## config.mk

```make
export PLATFORM = sky130hd
export DESIGN_NAME = prog_stim_seq
export DESIGN_NICKNAME = d
export VERILOG_FILES = /design/src/rtl/prog_stim_seq.sv
export SDC_FILE = /design/constraint.sdc
export NUM_CORES = 1
export LEC_CHECK = 0
export ABC_CLOCK_PERIOD_IN_PS = 3700
export CAP_MARGIN = 30
export CELL_PAD_IN_SITES_DETAIL_PLACEMENT = 0
export CELL_PAD_IN_SITES_GLOBAL_PLACEMENT = 2
export CORE_MARGIN = 2
export CORE_UTILIZATION = 40
export CTS_CLUSTER_DIAMETER = 150
export CTS_CLUSTER_SIZE = 8
export DETAILED_ROUTE_END_ITERATION = 12
export PLACE_DENSITY = 0.84
export SLEW_MARGIN = 40
export SYNTH_ARGS = -nofsm -noshare
export SYNTH_HDL_FRONTEND = slang
export SYNTH_SLANG_ARGS = --single-unit
```

## constraint.sdc

```tcl
create_clock -name clk -period 3.7 [get_ports clk]
set_input_delay 0.37 -clock clk [delete_from_list [all_inputs] [get_ports clk]]
set_output_delay 0.37 -clock clk [all_outputs]
set_load 0.005 [all_outputs]
```

## src/rtl/prog_stim_seq.sv

```systemverilog
// prog_stim_seq: loadable program table driving a core by pc, with run control and a store log.
// Latency: pc -> inst is one cycle; store -> log_valid is one cycle (first-word-fall-through).
// Backpressure: none toward the core; stores arriving on a full log are dropped and flagged in log_ovf.
// Ports: clk/rst (sync, active-high); ld_en/ld_addr/ld_data program write (IDLE only);
//   start run request; pc -> inst instruction path; proc_nrst core reset; wr_en/addr/wdata/wmask
//   store capture; log_pop/log_valid/log_addr/log_data/log_mask/log_ovf store log;
//   busy/done/timeout/cycles run status.

// stim_fifo: generic first-word-fall-through FIFO with synchronous clear.
// Latency: a push is visible at head_dat on the next cycle.
// Backpressure: push is refused when full unless a pop occurs in the same cycle.
module stim_fifo #(
  parameter int W     = 8,
  parameter int DEPTH = 4
) (
  input  logic         clk,
  input  logic         rst,
  input  logic         clr,
  input  logic         push_vld,
  input  logic [W-1:0] push_dat,
  input  logic         pop_rdy,
  output logic         full,
  output logic         empty,
  output logic [W-1:0] head_dat
);
  localparam int PW = $clog2(DEPTH);

  logic [W-1:0]  r_mem [DEPTH];
  logic [PW-1:0] r_wp;
  logic [PW-1:0] r_rp;
  logic [PW:0]   r_cnt;
  logic          w_pop;
  logic          w_push;

  assign full     = (r_cnt == (PW+1)'(DEPTH));
  assign empty    = (r_cnt == '0);
  assign head_dat = r_mem[r_rp];
  assign w_pop    = pop_rdy && !empty;
  // A pop frees the head slot in the same edge, so a full FIFO can still accept.
  assign w_push   = push_vld && (!full || w_pop);

  always_ff @(posedge clk) begin
    if (rst || clr) begin
      r_wp  <= '0;
      r_rp  <= '0;
      r_cnt <= '0;
    end else begin
      if (w_push) r_wp <= r_wp + 1'b1;
      if (w_pop)  r_rp <= r_rp + 1'b1;
      r_cnt <= r_cnt + (PW+1)'(w_push) - (PW+1)'(w_pop);
    end
  end

  always_ff @(posedge clk) begin
    if (w_push) r_mem[r_wp] <= push_dat;
  end
endmodule

module prog_stim_seq #(
  parameter int          XLEN       = 64,
  parameter int          DEPTH      = 16,
  parameter logic [31:0] BASE_PC    = 32'h0000_0000,
  parameter logic [31:0] HALT_PC    = 32'h0000_0040,
  parameter int          LOG_DEPTH  = 4,
  parameter int          MAX_CYCLES = 256,
  parameter logic [31:0] NOP        = 32'h0000_0013,
  localparam int         AW         = $clog2(DEPTH)
) (
  input  logic              clk,
  input  logic              rst,
  input  logic              ld_en,
  input  logic [AW-1:0]     ld_addr,
  input  logic [31:0]       ld_data,
  input  logic              start,
  input  logic [31:0]       pc,
  output logic [31:0]       inst,
  output logic              proc_nrst,
  input  logic              wr_en,
  input  logic [31:0]       addr,
  input  logic [XLEN-1:0]   wdata,
  input  logic [XLEN/8-1:0] wmask,
  input  logic              log_pop,
  output logic              log_valid,
  output logic [31:0]       log_addr,
  output logic [XLEN-1:0]   log_data,
  output logic [XLEN/8-1:0] log_mask,
  output logic              log_ovf,
  output logic              busy,
  output logic              done,
  output logic              timeout,
  output logic [31:0]       cycles
);
  typedef enum logic [1:0] {S_IDLE, S_RUN, S_DONE} state_t;

  typedef struct packed {
    logic [31:0]       addr;
    logic [XLEN-1:0]   data;
    logic [XLEN/8-1:0] mask;
  } log_ent_t;

  localparam logic [31:0] SPAN = 32'(4 * DEPTH);

  state_t      r_state;
  state_t      w_state_nxt;
  logic [31:0] r_prog [DEPTH];
  logic [31:0] r_inst;
  logic [31:0] r_cycles;
  logic        r_timeout;
  logic        r_ovf;

  logic        w_start;
  logic        w_halt;
  logic        w_budget_end;
  logic [31:0] w_off;
  logic        w_in_range;
  logic [31:0] w_fetch;
  logic        w_push;
  logic        w_full;
  logic        w_empty;
  log_ent_t    w_head;
  log_ent_t    w_push_ent;

  assign w_start      = start && (r_state != S_RUN);
  assign w_halt       = (r_state == S_RUN) && (pc == HALT_PC);
  assign w_budget_end = (r_state == S_RUN) && (r_cycles == 32'(MAX_CYCLES - 1));

  // Offset comparison covers the upper bound; the lower bound is checked on pc directly
  // so that a pc below BASE_PC cannot wrap into range.
  assign w_off      = pc - BASE_PC;
  assign w_in_range = (pc[1:0] == 2'b00) && (pc >= BASE_PC) && (w_off < SPAN);
  assign w_fetch    = w_in_range ? r_prog[w_off[AW+1:2]] : NOP;

  always_comb begin
    w_state_nxt = r_state;
    case (r_state)
      S_IDLE:  if (start) w_state_nxt = S_RUN;
      S_RUN:   if (w_halt || w_budget_end) w_state_nxt = S_DONE;
      S_DONE:  if (start) w_state_nxt = S_RUN;
      default: w_state_nxt = S_IDLE;
    endcase
  end

  always_ff @(posedge clk) begin
    if (rst) r_state <= S_IDLE;
    else     r_state <= w_state_nxt;
  end

  // Program table is deliberately outside reset so contents survive rst.
  always_ff @(posedge clk) begin
    if (ld_en && (r_state == S_IDLE)) r_prog[ld_addr] <= ld_data;
  end

  // The instruction register drops to NOP on the edge that leaves RUN so DONE never
  // shows a stale fetch.
  always_ff @(posedge clk) begin
    if (rst) begin
      r_inst    <= NOP;
      r_cycles  <= '0;
      r_timeout <= 1'b0;
      r_ovf     <= 1'b0;
    end else begin
      r_inst <= ((r_state == S_RUN) && (w_state_nxt == S_RUN)) ? w_fetch : NOP;
      if (w_start) begin
        r_cycles  <= '0;
        r_timeout <= 1'b0;
        r_ovf     <= 1'b0;
      end else if (r_state == S_RUN) begin
        if (r_cycles != '1) r_cycles <= r_cycles + 32'd1;
        if (w_budget_end && !w_halt) r_timeout <= 1'b1;
        if (w_push && w_full && !log_pop) r_ovf <= 1'b1;
      end
    end
  end

  assign w_push     = wr_en && (r_state == S_RUN);
  assign w_push_ent = '{addr: addr, data: wdata, mask: wmask};

  stim_fifo #(
    .W     ($bits(log_ent_t)),
    .DEPTH (LOG_DEPTH)
  ) u_log (
    .clk      (clk),
    .rst      (rst),
    .clr      (w_start),
    .push_vld (w_push),
    .push_dat (w_push_ent),
    .pop_rdy  (log_pop),
    .full     (w_full),
    .empty    (w_empty),
    .head_dat (w_head)
  );

  assign inst      = r_inst;
  assign proc_nrst = (r_state == S_RUN);
  assign busy      = (r_state == S_RUN);
  assign done      = (r_state == S_DONE);
  assign timeout   = r_timeout;
  assign cycles    = r_cycles;
  assign log_ovf   = r_ovf;
  assign log_valid = !w_empty;
  assign log_addr  = w_head.addr;
  assign log_data  = w_head.data;
  assign log_mask  = w_head.mask;
endmodule

```

* Word-level counts from Yosys, hierarchy flattened
Memory sizes are Yosys's and may differ from the RTL's. A register that Yosys moved wholly into a read port is not among the register bits.
Cells that the tools add are included.
** Word-level totals
- Register bits :: 43
- Latch bits :: 0
- RAM bits :: 928
- ROM bits :: 0
- Input bits :: 178
- Output and inout port bits :: 174
- Memories :: 2
** Cells by class
- Add/sub/neg operators :: 5
- Multipliers :: 0
- Div/mod/pow operators :: 0
- Order comparisons :: 2
- Equality and inequality tests :: 8
- Shift operators :: 0
- Muxes and demuxes :: 9
- Bitwise operators :: 2
- Reductions and logical operators :: 29
** Memories
- r_prog :: depth 16, bits a word 32, rd ports 1, clocked after Yosys merged registers in 1, wr ports 1, line 105 : logic [31:0] r_prog [DEPTH];
- u_log.r_mem :: depth 4, bits a word 104, rd ports 1, clocked after Yosys merged registers in 1, wr ports 1, line 28 : logic [W-1:0] r_mem [DEPTH];
** Operators with widths (count)
- $add 32x1->32 const B :: 1
- $eq 32x7->1 const B :: 1
- $eq 32x8->1 const B :: 1
- $ge 32x1->1 const B :: 1
- $lt 32x7->1 const B :: 1
- $ne 32x32->1 const B :: 1
- $logic_and 1x1->1 :: 13
- $mux 2 :: 4
- $reduce_and 2->1 :: 3
- $add 2x1->2 const B :: 2
- $eq 2x1->1 const B :: 2
- $logic_not 1->1 :: 4
- $logic_not 2->1 :: 2
- $mux 1 :: 4
- $pmux 2 s2 :: 1
- $reduce_or 2->1 :: 2
- $add 3x1->3 :: 1
- $eq 3x3->1 const B :: 1
- $logic_not 3->1 :: 1
- $logic_or 1x1->1 :: 3
- $reduce_or 3->1 :: 1
- $sub 3x1->3 :: 1
- $eq 2x2->1 const B :: 1
- $ne 2x1->1 const B :: 1
- $not 1->1 :: 2

* Longest topological paths before layout
- Depth after elaboration :: 9
- Depth in mapped cells :: 10
- Mapped depth without buffers :: 10

* Hierarchy
Synthesis repeated with hierarchy kept, for this count alone.
** Unflattened totals
- Cells, all modules :: 1729
- Area, all modules :: 37782.5 um^2
** Modules (own cells, without submodules)
- prog_stim_seq :: instances 1, cells an instance 1135, area each 22322.7 um^2
- stim_fifo :: instances 1, cells an instance 594, area each 15459.8 um^2

* Worst setup path before layout
Ideal clock, no wire load.
- Path kind :: reg2reg
- Start :: reg r_state[1]
- End :: mem u_log.r_mem[1][0] in the netlist's numbering, enable pin
- Library setup time :: 0.475 ns
- Data arrival time :: 3.465 ns
- Required time :: 3.225 ns
- Slack :: -0.240 ns
- Cell stages (with the launch flop) :: 6
- Period minus slack after synthesis :: 3.940 ns
- Cell sequence :: dfxtp_1 nand2b_2 clkinv_2 nand2_1 nor2_1 and2_1
** On the way
- Longest elaborated chain between the ends :: 5
** RTL lines
- start, declared :: line 103 : state_t r_state;
- start signal, assigned :: line 145 : else r_state <= w_state_nxt;
- $eq 2x1->1
- named net busy :: line 88 : output logic busy,
- $logic_and 1x1->1 :: line 175 : assign w_push = wr_en && (r_state == S_RUN);
- $logic_and 1x1->1 :: line 40 : assign w_push = push_vld && (!full || w_pop);
- named net u_log.w_push :: line 33 : logic w_push;
- $mux 1 :: line 55 : if (w_push) r_mem[r_wp] <= push_dat;
- $mux 1 (not written as such) :: line 55
- end, declared :: line 28
The timed path passes the listed nets, and every way through them passes these cells.

==> flow_summary.yaml <==
clock_tree:
  cts_resized: 0
  root_buffer: "clkbuf_16"
  worstSkewPairLatency_ns: 0.74
  postCtsHoldBufs: 0
  numCtsBuffers: 143
  post-cts-setup-buffers: 0
  cts_tree: "built"
  clk_path_buf_depth: 3
  clkSlewWorstSetupHoldPaths_ns: 0.05
  h-tree-depth: 4
  cts.sink_count: 1005
critical_path:
  start_kind: "flop"
  worstRegToRegCells: 6
  crit_fanout: 39
  critPathArrivalTime_ns: 2.84
  worstPathRequired_ns: 3.33
  rrSetupSlack_ns: 1.02
  cp_slowest_cell: "dfxtp_4"
  cp-end-kind: "primary output"
  crit_chain: "buf_4 > mux4_2 > clkdlybuf4s50_1"
  r2r_end: "u_log.r_mem[0][22]$_DFFE_PP_"
  worst-setup-path-type: "flop to primary output"
  max_stage_delay_ns: 0.61
  r2r-start: "r_state[0]$_SDFF_PP0_"
global_route:
  overflow: 0
  grt_pass1_vias: 19827
  grt_pass1_wl_um: 127800
  gr-usage-all-layers: 0.1751
  grt_max_degree: 66
  antenna_found_initial: 3
hold_path:
  min_path_cells: 2
  holdCritPathClass: "input pin to flop"
  hold_path_end: "inst[25]$_SDFF_PP0_"
  hold_start: "pc[5]"
synth:
  netlist.top_cell.by_area: "edfxtp_1"
  ys_types: 56
  seq_area_frac_synth: 0.7786
  synth-async-reset-ratio: 0
  yosysWarnings: 0
  syn_area_per_cell_um2: 22.08
  synth.top_cells.by_area: "edfxtp_1, mux4_2, dfxtp_1"
  netlist_area_mm2: 0.03777
  ys_seq_elements: 1005
  synthCells: 1711
  syn_nets: 1897
  synth_edf_count: 928
  synth_ff_type: "edfxtp_1"
  synth_top_cell_area_share: 0.7378
routing:
  dr.first_iter.drc_count: 1773
  drt_wl_total_um: 84830
  num_vias: 18879
  drc: 0
  firstDrtPassIters: 5
  vias_per_cell: 5.377
  routedWlPerCell_um: 24.16
  ant_nets: 0
run_status:
  status: "complete, no violations"
place:
  gp_congestion: 0.7898
  place_area_mm2: 0.04328
  hpwl_um: 52230
  portBuffers: 351
timing:
  relSlewSlack: 0.4504
  clock.fmax_ghz: 0.3119
  drv_slew: 0
  setup_viol: 0
  rsz0062_at_grt: "no"
  finalHoldViolCount: 0
  worst_pin_slew_ns: 0.8244
  finClkSkew_ns: 0.05842
  min_period_ns: 3.206
  period_share: 0.8665
  fin_tns_setup_ns: 0
cells_and_area:
  drive_gt1_frac: 0.2247
  nets: 2352
  seq_area_mm2: 0.02942
  multi_input_area_mm2: 0.008051
  design_area_mm2: 0.04751
  fillers: 7308
  area_growth_syn_to_layout_pct: 25.79
pwr:
  powerDensity_mw_per_mm2: 556.5
  peakVddDrop_v: 0.0004673
  p_leak_nw: 14.80
die:
  fp.dieH_um: 311.3
  start_util: 0.4041
  die_w_um: 311.3
  ios: 352
  rows: 112
  core-area_mm2: 0.09347
  dieArea_mm2: 0.09690
job:
  cap_viol_max_count: 0
-- sequential cells by signal (all words and copies together) (netlist names), 2 cells and up, named ones only --
signal and flops:
cycles 32, inst 32, r_prog 512, r_state 2, u_log.r_cnt 3, u_log.r_mem 416, u_log.r_rp 2, u_log.r_wp 2
-- worst max-delay path by stage --
stage / start / endpoint / slack, ns / depth (start not counted)
6_report: flop / log_data[27] / 0.49 / 3
3_3_place_gp: pc[14] / inst[0]$_SDFF_PP1_ / 0.72 / 6
2_1_floorplan: r_state[0]$_SDFF_PP0_ / r_prog[0][0]$_DFFE_PP_ / 0.17 / 3
4_1_cts: flop / log_data[27] / 0.41 / 3
3_5_place_dp: pc[8] / inst[24]$_SDFF_PP0_ / 0.98 / 7
5_1_grt: flop / log_data[27] / 0.36 / 3
-- metrics by stage --
stage                     worst slack, ns  power (mW)  cells    util  hold WS (ns)
after CTS                          0.4095       26.76   3510  0.5082        0.1852
after global placement             0.7229       14.59   3275  0.4629        0.4677
after floorplan                    0.1690       13.69   1711       -        0.4423
final                              0.4941       26.44   3511  0.5083        0.2042
after detailed placement           0.9824       14.63   3275  0.4630        0.4776
after global routing               0.3556       27.36   3510  0.5083        0.1957
-- report_power, final --
group	total, mW	leakage (nW)	switching [mW]	internal, mW
Sequential	12.6	9.00	0.0618	12.6
Combinational	1.74	3.80	0.797	0.944
Clock	12.1	2.00	4.80	7.26
-- cells by family after synthesis --
| family | Yosys count | share of synthesized area |
|---|---|---|
| DFF | 1005 | 0.7786 |
| muxes | 266 | 0.1473 |
| and+or+nand+nor | 198 | 0.02998 |
| AOI/OAI and AO/OA | 125 | 0.02670 |
| buffers and inverters | 97 | 0.01176 |
| xor gates and xnor gates | 12 | 0.002783 |
| adders and majority gates | 8 | 0.002849 |
-- cell type report --
| type | instances | area share |
|---|---|---|
| Clock inverter | 15 | 0.007110 |
| Sequential cell | 1005 | 0.6191 |
| Multi-Input combinational cell | 609 | 0.1695 |
| Tap cell | 1254 | 0.03302 |
| Inverter | 11 | 0.0008953 |
| Timing Repair Buffer | 396 | 0.08851 |
| Antenna cell | 1 | 0.00005267 |
| Clock buffer | 220 | 0.08185 |
-- cells in the mapped netlist (3+ instances only) --
| cell | number |
|---|---|
| nand3_1 | 8 |
| or2_2 | 3 |
| ha_1 | 7 |
| nor2_1 | 35 |
| and3_1 | 3 |
| o211ai_1 | 7 |
| nor3_1 | 11 |
| nor2b_1 | 33 |
| a21oi_1 | 23 |
| clkbuf_1 | 42 |
| and2_1 | 6 |
| xnor2_1 | 6 |
| a211oi_1 | 32 |
| edfxtp_1 | 928 |
| or4_1 | 9 |
| buf_2 | 27 |
| a21o_1 | 3 |
| mux4_2 | 232 |
| xor2_1 | 6 |
| buf_1 | 6 |
| dfxtp_1 | 77 |
| buf_4 | 10 |
| a211oi_2 | 29 |
| or3_1 | 16 |
| nand2_1 | 25 |
| o21ai_0 | 13 |
| inv_1 | 10 |
| mux2i_1 | 34 |
| nor4_1 | 16 |
| nand2b_1 | 7 |
| and4_1 | 3 |
| nand4_1 | 9 |
| o31ai_1 | 6 |
-- layer usage --
layer,track usage,share of wire
met1,0.2275,0.40
met2,0.2945,0.51
met3,0.03933,0.063
met4,0.05358,0.023
met5,0,0.00040
-- worst max-delay path: cells and delay by family, from the launching register on --
family	cells	cell delay [ns]
buffers and inverters	2	1.06
flip-flops	1	0.61
multiplexers	1	0.41
-- placed cells by master (no fill, tap or decap), types with 7 or more instances in the layout --
| master | synthesis | routed |
|---|---|---|
| edfxtp_1 | 928 | 928 |
| clkdlybuf4s50_1 | 0 | 347 |
| mux4_2 | 232 | 232 |
| clkbuf_16 | 0 | 144 |
| clkbuf_1 | 42 | 76 |
| dfxtp_1 | 77 | 75 |
| mux2i_1 | 34 | 34 |
| nor2b_1 | 33 | 33 |
| a211oi_1 | 32 | 32 |
| a211oi_2 | 29 | 29 |
| buf_12 | 0 | 28 |
| nand2_1 | 25 | 25 |
| nor2_1 | 35 | 23 |
| a21oi_1 | 23 | 22 |
| buf_4 | 10 | 18 |
| or3_1 | 16 | 16 |
| nor4_1 | 16 | 16 |
| o21ai_0 | 13 | 13 |
| nor2_4 | 0 | 12 |
| inv_1 | 10 | 10 |
| nand4_1 | 9 | 9 |
| or4_1 | 9 | 9 |
| clkinv_16 | 0 | 9 |
| nand3_1 | 8 | 8 |
| nand2b_1 | 7 | 7 |
| nor3_1 | 11 | 7 |
| o211ai_1 | 7 | 7 |
| ha_1 | 7 | 7 |
Note: power is estimated with default switching activity, not from simulation.
